==> src/rtl/pipe_pkg.sv <==
// pipe_pkg: types and constants shared by the pipeline-control slice.
//   pipe_state_e : controller state (RUN, MDU_BUSY)
//   REG_ZERO     : architectural zero register index (never a real hazard)
package pipe_pkg;

  typedef enum logic [0:0] {
    RUN      = 1'b0,
    MDU_BUSY = 1'b1
  } pipe_state_e;

  localparam logic [4:0] REG_ZERO = 5'd0;

endpackage

==> src/rtl/pipe_ctrl_if.sv <==
// pipe_ctrl_if: pipeline hazard/control signal bundle.
//   Decode side : id_rs1, id_rs2, id_uses_rs1, id_uses_rs2
//   Execute side: id_ex_mem_read, id_ex_rd, ex_branch_taken, mdu_start, mdu_done
//   Controls    : pc_stall, if_id_stall, if_id_flush, id_ex_flush, ex_mem_bubble
//   Status      : mdu_timeout (one-cycle pulse), stall_cnt (CNT_W bits)
// master drives the pipeline status and observes controls; slave is pipe_ctrl.
interface pipe_ctrl_if #(
  parameter int CNT_W = 16
);
  logic [4:0]       id_rs1;
  logic [4:0]       id_rs2;
  logic             id_uses_rs1;
  logic             id_uses_rs2;
  logic             id_ex_mem_read;
  logic [4:0]       id_ex_rd;
  logic             ex_branch_taken;
  logic             mdu_start;
  logic             mdu_done;
  logic             pc_stall;
  logic             if_id_stall;
  logic             if_id_flush;
  logic             id_ex_flush;
  logic             ex_mem_bubble;
  logic             mdu_timeout;
  logic [CNT_W-1:0] stall_cnt;

  modport master (
    output id_rs1, id_rs2, id_uses_rs1, id_uses_rs2, id_ex_mem_read, id_ex_rd,
           ex_branch_taken, mdu_start, mdu_done,
    input  pc_stall, if_id_stall, if_id_flush, id_ex_flush, ex_mem_bubble,
           mdu_timeout, stall_cnt
  );

  modport slave (
    input  id_rs1, id_rs2, id_uses_rs1, id_uses_rs2, id_ex_mem_read, id_ex_rd,
           ex_branch_taken, mdu_start, mdu_done,
    output pc_stall, if_id_stall, if_id_flush, id_ex_flush, ex_mem_bubble,
           mdu_timeout, stall_cnt
  );
endinterface

==> src/rtl/hazard_detect.sv <==
// hazard_detect: combinational load-use compare.
//   mem_read, ex_rd      : load in EX and its destination register
//   rs1/rs2, uses_rs1/2  : ID sources and whether they are actually read
//   load_use             : ID instruction needs a value the EX load has not produced
module hazard_detect
  import pipe_pkg::*;
(
  input  logic       mem_read,
  input  logic [4:0] ex_rd,
  input  logic [4:0] rs1,
  input  logic       uses_rs1,
  input  logic [4:0] rs2,
  input  logic       uses_rs2,
  output logic       load_use
);

  // Writes to the zero register are discarded, so they never create a dependency.
  always_comb begin
    load_use = mem_read && (ex_rd != REG_ZERO) &&
               ((uses_rs1 && (ex_rd == rs1)) || (uses_rs2 && (ex_rd == rs2)));
  end

endmodule

==> src/rtl/pipe_ctrl.sv <==
// pipe_ctrl: pipeline stall/flush controller with multi-cycle MDU wait and watchdog.
//   clk, rst : clock and asynchronous active-high reset
//   bus      : pipe_ctrl_if.slave (hazard inputs, control outputs, stall_cnt)
// Parameters: MDU_MAX_CYCLES (watchdog limit), CNT_W (stall counter width).
// Build option: PIPE_CTRL_MDU_EN enables the MDU_BUSY wait, watchdog and
// ex_mem_bubble; without it mdu_start/mdu_done are ignored and the block only
// handles load-use stalls and branch flushes.
// Control outputs are combinational on the current-cycle hazard inputs and are
// forced low while rst is high.
module pipe_ctrl
  import pipe_pkg::*;
#(
  parameter int MDU_MAX_CYCLES = 64,
  parameter int CNT_W          = 16
) (
  input  logic        clk,
  input  logic        rst,
  pipe_ctrl_if.slave  bus
);

  localparam int WAIT_W = (MDU_MAX_CYCLES > 2) ? $clog2(MDU_MAX_CYCLES) : 1;
  localparam logic [WAIT_W-1:0] WAIT_LAST = WAIT_W'(MDU_MAX_CYCLES - 1);

  pipe_state_e       state_r;
  pipe_state_e       state_next_s;
  logic [WAIT_W-1:0] wait_cnt_r;
  logic [CNT_W-1:0]  stall_cnt_r;
  logic              load_use_s;
  logic              mdu_start_s;
  logic              mdu_done_s;
  logic              mdu_entry_s;
  logic              pc_stall_s;
  logic              if_id_stall_s;
  logic              if_id_flush_s;
  logic              id_ex_flush_s;
  logic              ex_mem_bubble_s;
  logic              mdu_timeout_s;

`ifdef PIPE_CTRL_MDU_EN
  assign mdu_start_s = bus.mdu_start;
  assign mdu_done_s  = bus.mdu_done;
`else
  // With the MDU path compiled out the handshake never reaches the FSM, so it
  // can never leave RUN and the bubble/timeout outputs stay low.
  logic unused_mdu_s;
  assign mdu_start_s  = 1'b0;
  assign mdu_done_s   = 1'b0;
  assign unused_mdu_s = bus.mdu_start ^ bus.mdu_done;
`endif

  hazard_detect u_hazard_detect (
    .mem_read (bus.id_ex_mem_read),
    .ex_rd    (bus.id_ex_rd),
    .rs1      (bus.id_rs1),
    .uses_rs1 (bus.id_uses_rs1),
    .rs2      (bus.id_rs2),
    .uses_rs2 (bus.id_uses_rs2),
    .load_use (load_use_s)
  );

  // Controller state register.
  always_ff @(posedge clk or posedge rst) begin
    if (rst) begin
      state_r <= RUN;
    end else begin
      state_r <= state_next_s;
    end
  end

  // Watchdog counter: cleared on entry, counts cycles spent waiting in MDU_BUSY.
  always_ff @(posedge clk or posedge rst) begin
    if (rst) begin
      wait_cnt_r <= '0;
    end else if (mdu_entry_s) begin
      wait_cnt_r <= '0;
    end else if (state_r == MDU_BUSY) begin
      wait_cnt_r <= wait_cnt_r + WAIT_W'(1);
    end else begin
      wait_cnt_r <= wait_cnt_r;
    end
  end

  // Next-state and pipeline control decode.
  always_comb begin
    state_next_s    = state_r;
    mdu_entry_s     = 1'b0;
    pc_stall_s      = 1'b0;
    if_id_stall_s   = 1'b0;
    if_id_flush_s   = 1'b0;
    id_ex_flush_s   = 1'b0;
    ex_mem_bubble_s = 1'b0;
    mdu_timeout_s   = 1'b0;
    case (state_r)
      RUN: begin
        if (bus.ex_branch_taken) begin
          // The branch kills both the load-use stall and any MDU issue.
          if_id_flush_s = 1'b1;
          id_ex_flush_s = 1'b1;
        end else begin
          // An MDU op finishing in its issue cycle needs no wait at all.
          if (mdu_start_s && !mdu_done_s) begin
            mdu_entry_s     = 1'b1;
            state_next_s    = MDU_BUSY;
            pc_stall_s      = 1'b1;
            if_id_stall_s   = 1'b1;
            ex_mem_bubble_s = 1'b1;
          end else begin
            mdu_entry_s = 1'b0;
          end
          if (load_use_s) begin
            pc_stall_s    = 1'b1;
            if_id_stall_s = 1'b1;
            id_ex_flush_s = 1'b1;
          end else begin
            id_ex_flush_s = 1'b0;
          end
        end
      end
      MDU_BUSY: begin
        if (mdu_done_s) begin
          // Result is available this cycle: release the pipeline now.
          state_next_s = RUN;
        end else begin
          pc_stall_s      = 1'b1;
          if_id_stall_s   = 1'b1;
          ex_mem_bubble_s = 1'b1;
          if (wait_cnt_r == WAIT_LAST) begin
            mdu_timeout_s = 1'b1;
            state_next_s  = RUN;
          end else begin
            state_next_s = MDU_BUSY;
          end
        end
      end
      default: begin
        state_next_s = RUN;
      end
    endcase
  end

  // Saturating count of stalled cycles.
  always_ff @(posedge clk or posedge rst) begin
    if (rst) begin
      stall_cnt_r <= '0;
    end else if (pc_stall_s && (stall_cnt_r != {CNT_W{1'b1}})) begin
      stall_cnt_r <= stall_cnt_r + CNT_W'(1);
    end else begin
      stall_cnt_r <= stall_cnt_r;
    end
  end

  assign bus.pc_stall      = pc_stall_s      & ~rst;
  assign bus.if_id_stall   = if_id_stall_s   & ~rst;
  assign bus.if_id_flush   = if_id_flush_s   & ~rst;
  assign bus.id_ex_flush   = id_ex_flush_s   & ~rst;
  assign bus.ex_mem_bubble = ex_mem_bubble_s & ~rst;
  assign bus.mdu_timeout   = mdu_timeout_s   & ~rst;
  assign bus.stall_cnt     = stall_cnt_r;

endmodule

==> src/flat_wrapper.sv <==
// flat-port wrapper written by rule: the top's interface ports become plain ports
module pipe_ctrl_flat import pipe_pkg::*;
#(
  parameter int MDU_MAX_CYCLES = 64,
  parameter int CNT_W          = 16
)
  (clk, rst, bus_id_rs1, bus_id_rs2, bus_id_uses_rs1, bus_id_uses_rs2, bus_id_ex_mem_read, bus_id_ex_rd, bus_ex_branch_taken, bus_mdu_start, bus_mdu_done, bus_pc_stall, bus_if_id_stall, bus_if_id_flush, bus_id_ex_flush, bus_ex_mem_bubble, bus_mdu_timeout, bus_stall_cnt);
  pipe_ctrl_if #(.CNT_W(CNT_W)) bus_i ();
  input  logic clk;
  input  logic rst;
  input wire logic [$bits(bus_i.id_rs1)-1:0] bus_id_rs1;
  input wire logic [$bits(bus_i.id_rs2)-1:0] bus_id_rs2;
  input wire logic [$bits(bus_i.id_uses_rs1)-1:0] bus_id_uses_rs1;
  input wire logic [$bits(bus_i.id_uses_rs2)-1:0] bus_id_uses_rs2;
  input wire logic [$bits(bus_i.id_ex_mem_read)-1:0] bus_id_ex_mem_read;
  input wire logic [$bits(bus_i.id_ex_rd)-1:0] bus_id_ex_rd;
  input wire logic [$bits(bus_i.ex_branch_taken)-1:0] bus_ex_branch_taken;
  input wire logic [$bits(bus_i.mdu_start)-1:0] bus_mdu_start;
  input wire logic [$bits(bus_i.mdu_done)-1:0] bus_mdu_done;
  output wire logic [$bits(bus_i.pc_stall)-1:0] bus_pc_stall;
  output wire logic [$bits(bus_i.if_id_stall)-1:0] bus_if_id_stall;
  output wire logic [$bits(bus_i.if_id_flush)-1:0] bus_if_id_flush;
  output wire logic [$bits(bus_i.id_ex_flush)-1:0] bus_id_ex_flush;
  output wire logic [$bits(bus_i.ex_mem_bubble)-1:0] bus_ex_mem_bubble;
  output wire logic [$bits(bus_i.mdu_timeout)-1:0] bus_mdu_timeout;
  output wire logic [$bits(bus_i.stall_cnt)-1:0] bus_stall_cnt;
  assign bus_i.id_rs1 = bus_id_rs1;
  assign bus_i.id_rs2 = bus_id_rs2;
  assign bus_i.id_uses_rs1 = bus_id_uses_rs1;
  assign bus_i.id_uses_rs2 = bus_id_uses_rs2;
  assign bus_i.id_ex_mem_read = bus_id_ex_mem_read;
  assign bus_i.id_ex_rd = bus_id_ex_rd;
  assign bus_i.ex_branch_taken = bus_ex_branch_taken;
  assign bus_i.mdu_start = bus_mdu_start;
  assign bus_i.mdu_done = bus_mdu_done;
  assign bus_pc_stall = bus_i.pc_stall;
  assign bus_if_id_stall = bus_i.if_id_stall;
  assign bus_if_id_flush = bus_i.if_id_flush;
  assign bus_id_ex_flush = bus_i.id_ex_flush;
  assign bus_ex_mem_bubble = bus_i.ex_mem_bubble;
  assign bus_mdu_timeout = bus_i.mdu_timeout;
  assign bus_stall_cnt = bus_i.stall_cnt;
  pipe_ctrl #(.MDU_MAX_CYCLES(MDU_MAX_CYCLES), .CNT_W(CNT_W)) u_core (.clk(clk), .rst(rst), .bus(bus_i));
endmodule
==> config.mk <==
export PLATFORM = sky130hd
export DESIGN_NAME = pipe_ctrl_flat
export DESIGN_NICKNAME = d
export VERILOG_FILES = /design/src/rtl/pipe_pkg.sv /design/src/rtl/pipe_ctrl_if.sv /design/src/rtl/hazard_detect.sv /design/src/rtl/pipe_ctrl.sv /design/src/flat_wrapper.sv
export SDC_FILE = /design/constraint.sdc
export NUM_CORES = 1
export LEC_CHECK = 0
export CORE_MARGIN = 1
export CORE_UTILIZATION = 35
export CTS_CLUSTER_DIAMETER = 50
export DETAILED_ROUTE_END_ITERATION = 8
export REMOVE_ABC_BUFFERS = 1
export SYNTH_ARGS = -nofsm -noshare
export SYNTH_HDL_FRONTEND = slang
export SYNTH_SLANG_ARGS = --single-unit
==> constraint.sdc <==
create_clock -name clk -period 6.2 [get_ports clk]
set_input_delay 1.86 -clock clk [delete_from_list [all_inputs] [get_ports clk]]
set_output_delay 1.86 -clock clk [all_outputs]
set_load 0.05 [all_outputs]
# ---- Word-level counts from Yosys, hierarchy flattened
# Index checks and enable logic that the tools add are counted.
dict set report totals {
  reg_bits 23
  inputBits 23
  out_inout_bits 22
  wordCells 35
}
dict set report classes {
  add_sub_neg 2
  n_eq_ne 4
  muxes 12
  n_bitwise 7
  reduce_logical 7
}
# operator count
set op_table {}
lappend op_table {{$add A16 B1 Y16 const B} 1}
lappend op_table {{$ne A16 B16 Y1 const B} 1}
lappend op_table {{$eq A5 B5 Y1} 2}
lappend op_table {{$mux W1} 9}
lappend op_table {{$add A6 B1 Y6 const B} 1}
lappend op_table {{$eq A6 B6 Y1 const B} 1}
lappend op_table {{$pmux W1 S2} 3}
lappend op_table {{$and A1 B1 Y1} 5}
lappend op_table {{$logic_and A1 B1 Y1} 5}
lappend op_table {{$reduce_bool A5 Y1} 1}
lappend op_table {{$not A1 Y1} 2}
lappend op_table {{$logic_or A1 B1 Y1} 1}

# ---- Longest topological paths before layout
dict set report logic_depth {
  depth_word 8
  ltp_mapped 8
}

# ---- Modules after synthesis
# A second synthesis with hierarchy kept.
dict set report unflattened {
  hier_cells 121
  area_unflattened_um2 1275.0
}
# module n_inst cells_each area_each_um2 seq_area_each_um2
set by_module_without_submodules {}
lappend by_module_without_submodules {pipe_ctrl 1 104 1141.1 575.6}
lappend by_module_without_submodules {hazard_detect 1 17 133.9 0.0}

# ---- Least setup slack after synthesis
# OpenSTA, ideal clock, no wires.
dict set report synth_path {
  kind {in2out}
  startpoint {input port bus_id_ex_rd[1]}
  endpoint {output port bus_pc_stall}
  arrival_ps 3570
  required_time_ps 4340
  setup_slack_ps 770
  cell_stages 6
  cell_sequence {xnor2_1 > nand4_1 > o22ai_1 > a21oi_2 > nor2_1 > buf_4}
}
dict set report synth_via {
  elab_chain_len 8
}
# item line
set synth_lines {}
lappend synth_lines {{from (decl)} flat_wrapper.sv:16} ;# input wire logic [$bits(bus_i.id_ex_rd)-1:0] bus_id_ex_rd;
lappend synth_lines {{$eq A5 B5 Y1} hazard_detect.sv:20} ;# ((uses_rs1 && (ex_rd == rs1)) || (uses_rs2 && (ex_rd == rs2)));
lappend synth_lines {{$logic_and A1 B1 Y1} hazard_detect.sv:20}
lappend synth_lines {{$logic_or A1 B1 Y1} hazard_detect.sv:20}
lappend synth_lines {{$logic_and A1 B1 Y1 *} hazard_detect.sv:19} ;# load_use = mem_read && (ex_rd != REG_ZERO) &&
lappend synth_lines {{$mux W1 * (2 in series)} -}
lappend synth_lines {{$pmux W1 S2 *} -}
lappend synth_lines {{$and A1 B1 Y1 *} -}
lappend synth_lines {{to (decl)} flat_wrapper.sv:20} ;# output wire logic [$bits(bus_i.pc_stall)-1:0] bus_pc_stall;
# Mark *: on every way between the ends. The rest lies on a longest branch, timed or not.

# ---- Worst setup path after layout
dict set report layout_path {
  startpoint {input port bus_id_ex_rd[0]}
  endpoint {output port bus_pc_stall}
}
dict set report layout_via {
  elab_chain_len 8
}
# item line
set layout_lines {}
lappend layout_lines {{$eq A5 B5 Y1} hazard_detect.sv:20}
lappend layout_lines {{$logic_and A1 B1 Y1} hazard_detect.sv:20}
lappend layout_lines {{$logic_or A1 B1 Y1} hazard_detect.sv:20}
lappend layout_lines {{$logic_and A1 B1 Y1 *} hazard_detect.sv:19}
lappend layout_lines {{$mux W1 *} pipe_ctrl.sv:110} ;# if (load_use_s) begin
lappend layout_lines {{$mux W1 *} pipe_ctrl.sv:95} ;# if (bus.ex_branch_taken) begin
lappend layout_lines {{$pmux W1 S2 *} pipe_ctrl.sv:93} ;# case (state_r)
lappend layout_lines {{$and A1 B1 Y1 *} pipe_ctrl.sv:152} ;# assign bus.pc_stall = pc_stall_s & ~rst;
# Marked as above.

==> flow_metrics.env <==
export IMPL_achievable_frequency_ghz=0.181
export IMPL_arrival_time_at_the_worst_endpoint_ps=3680
export IMPL_comb_power_share=0.229
export IMPL_grt_met1_usage=0.169
export IMPL_fin_ws_ps=663
export IMPL_route_detailed_drc=0
export IMPL_die_width_um=62.5
export IMPL_switching_share_of_power=0.301
export IMPL_post_synth_main_area_contributors="sky130_fd_sc_hd__dfrtp_1 (45%), sky130_fd_sc_hd__xnor2_1 (10%), sky130_fd_sc_hd__xor2_1 (10%), sky130_fd_sc_hd__nor2_1 (3.8%), sky130_fd_sc_hd__nand4_1 (3.4%)"
export IMPL_cts_hold_buffers=0
export IMPL_synth_cell_types=31
export IMPL_slew_headroom=0.426
export IMPL_wire_per_inst_um=12.2
export IMPL_portion_of_total_power_attributed_to_the_clock_network=0.234
export IMPL_synth_enable_flop_cells=0
export IMPL_final_min_period_over_clock_period=0.893
export IMPL_crit_path_start_kind="primary input"
export IMPL_drt_first_iter_violations=30
export IMPL_post_cts_resized=0
export IMPL_setup_tns_ps=0
export IMPL_finalSetupViolCount=0
export IMPL_worst_setup_path_startpoint="bus_id_ex_rd[0]"
export IMPL_final_antenna_net_count=0
export IMPL_status="finished, final reports clean"
export IMPL_gp_routability_congestion=0.775
export IMPL_finalHoldViolCount=0
export IMPL_cts_bufs_inserted=3
export IMPL_tightestPinTransition_ps=860
export IMPL_finalCriticalPeriod_ps=5540
export IMPL_layout_core_utilization=0.514
export IMPL_die_area_um2=3910
export IMPL_synth_most_common_cell="sky130_fd_sc_hd__dfrtp_1"
export IMPL_post_synth_cell_area_avg_um2=10.3
export IMPL_path_class="primary input to output port"
export IMPL_maxCapViolations=0
export IMPL_internal_power_summed_over_all_cells_uw=210
export IMPL_clock_sinks=23
export IMPL_yosys_top_cells_count="sky130_fd_sc_hd__dfrtp_1 (23), sky130_fd_sc_hd__xnor2_1 (15), sky130_fd_sc_hd__xor2_1 (15)"
export IMPL_start_util=0.375
export IMPL_met3_usage=0.0255
export IMPL_synth_top_area_frac=0.449
export IMPL_synthesis_area_um2=1280
export IMPL_yosys_register_bits=23
export IMPL_power_frac_seq=0.537
export IMPL_std_cell_rows=21
export IMPL_worstHoldPathType="flip-flop to flip-flop"
export IMPL_grtUsageMet2=0.261
export IMPL_critical_path_peak_fanout=4
export IMPL_ys_seq_area_frac=0.449
export IMPL_pwr_density_cell_nw_per_um2=171
export IMPL_unrepaired_setup_endpoints_after_global_routing="false"
export IMPL_finalPower_uw=301
export IMPL_net_count_final=193
export IMPL_pre_cts_slack_ps=663
export IMPL_r2r_worst_path_cells=5
export IMPL_timing_rr_end="u_core.bus.stall_cnt[1]"
export IMPL_global_route_wire_length_before_repair_mm=4.60
export IMPL_clkTransAtPathRegs_ps=130
export IMPL_cts_root_buf="sky130_fd_sc_hd__clkbuf_4"
export IMPL_largest_net_degree_at_the_start_of_global_routing=24
export IMPL_clkLatencyLatePin_ps=310
export IMPL_drive_above_1_share=0.0898
export IMPL_worstPathRequired_ps=4340
export IMPL_rrSetupSlack_ps=4110
export IMPL_antenna_found_initial=0
export IMPL_leakage_uw=0.000794
export IMPL_cts_htree_levels=1
export IMPL_worstSetupEndpointType="output port"
export IMPL_drt_pre_antenna_iters=4
export IMPL_syn2layout_area_growth_pct=37.1
export IMPL_cp_endpoint="bus_pc_stall"
export IMPL_finalWirelength_mm=2.60
export IMPL_fin_worst_skew_ps=3.94
export IMPL_nFillCells=334
export IMPL_timing_final_max_slew_violations=0
export IMPL_detail_route_vias_per_cell=4.92
export IMPL_worst_r2r_startpoint="u_core.bus.stall_cnt[3]"
export IMPL_cts_max_path_buffers=2
export IMPL_first_global_vias=1059
export IMPL_synthArstFlopShare=1.00
export IMPL_syn_inst=124
export IMPL_number_of_diodes=0
export IMPL_die_h_um=62.5
export IMPL_grt_total_usage=0.148
export IMPL_synth_flop_cell="sky130_fd_sc_hd__dfrtp_1"
export IMPL_synthesis_yosys_warnings=0
export IMPL_boundaryPins=45
export IMPL_yosysTopAreaCell="sky130_fd_sc_hd__dfrtp_1"
export IMPL_global_route_overflow_total=0
export IMPL_port_buffer_count=42
export IMPL_dp_hpwl_mm=2.06
export IMPL_netSwitchingPower_uw=90.5
export IMPL_top_usage_layer="met2"
export IMPL_ir_drop_mv=0.0883
export IMPL_post_cts_setup_buffers=0
export IMPL_tritoncts="yes"
export IMPL_core_area_um2=3420
export IMPL_num_vias=1048
-- sequential cells by signal, summed over array words and instances (netlist names) --
| register | flops |
|---|---|
| u_core.bus.stall_cnt | 16 |
| u_core.state_r | 1 |
| u_core.wait_cnt_r | 6 |
-- worst max-delay path: stages --
cell and delay, ps:
sky130_fd_sc_hd__clkdlybuf4s50_1 470, sky130_fd_sc_hd__or4_1 560, sky130_fd_sc_hd__o21ai_2 190, sky130_fd_sc_hd__nor2_1 70, sky130_fd_sc_hd__a21oi_2 230, sky130_fd_sc_hd__nor2_1 100, sky130_fd_sc_hd__buf_4 200
-- metrics by stage --
stage,instances,hold WS [ps],instance area (µm²)
after global placement,209,459,1730
final,213,484,1760
after detailed placement,209,469,1730
after global routing,213,514,1760
after CTS,213,491,1760
after floorplan,121,442,1260
-- cells by family after synthesis --
| kind of cell | count (synthesis) | share of synthesized area |
|---|---|---|
| compound gates | 7 | 0.0566 |
| buf+inv | 6 | 0.0264 |
| flops | 23 | 0.449 |
| mux | 2 | 0.0176 |
| fa+ha+maj | 2 | 0.0195 |
| xor+xnor | 30 | 0.205 |
| simple gates | 54 | 0.226 |
-- power groups by stage --
stage | Clock [µW] | Sequential [µW] | Combinational (µW)
final | 70.4 | 161 | 69.0
after global routing | 79.3 | 163 | 74.2
after CTS | 73.5 | 162 | 70.3
after detailed placement | 0 | 164 | 70.1
after global placement | 0 | 164 | 68.9
after floorplan | 0 | 182 | 20.4
-- metal layers --
metal	vias to the layer above	wire length (µm)	part of all wire
met5	-	0	0
met4	0	51	0.020
met3	5	149	0.057
met2	43	1240	0.48
met1	491	1160	0.45
li1	509	-	-
-- placed cells by master, fill, tap and decap left out, types with 2 or more instances in the layout --
master,instances
sky130_fd_sc_hd__clkbuf_4,3
sky130_fd_sc_hd__dfrtp_1,23
sky130_fd_sc_hd__xor2_1,15
sky130_fd_sc_hd__buf_4,3
sky130_fd_sc_hd__ha_1,2
sky130_fd_sc_hd__clkdlybuf4s50_1,39
sky130_fd_sc_hd__nor2b_1,2
sky130_fd_sc_hd__nand4_1,7
sky130_fd_sc_hd__nor2_1,13
sky130_fd_sc_hd__xnor2_1,15
sky130_fd_sc_hd__nand2_1,11
sky130_fd_sc_hd__inv_1,3
sky130_fd_sc_hd__nor3_1,6
sky130_fd_sc_hd__nor4_1,2
sky130_fd_sc_hd__o21a_1,2
sky130_fd_sc_hd__nand3_1,5
-- layout make-up --
cell class                 instances  area [µm²]  share of cell area
clock buffer                       3        22.5              0.0128
tap                               46        57.6              0.0328
sequential                        23         576               0.328
multi-input combinational         95         672               0.382
timing repair buffer              42         413               0.235
clock inverter                     1        5.00             0.00285
inverter                           3        11.3             0.00641
-- how the worst min path moves through the flow --
stage,start,end,depth (start not counted)
after CTS,u_core.wait_cnt_r[5],u_core.wait_cnt_r[5],1
after detailed placement,u_core.wait_cnt_r[5],u_core.wait_cnt_r[5],1
after global routing,u_core.wait_cnt_r[5],u_core.wait_cnt_r[5],1
after global placement,u_core.wait_cnt_r[5],u_core.wait_cnt_r[5],1
final,u_core.wait_cnt_r[5],u_core.wait_cnt_r[5],1
after floorplan,u_core.wait_cnt_r[5],u_core.wait_cnt_r[5],1
Note: power is estimated with default switching activity, not from simulation.
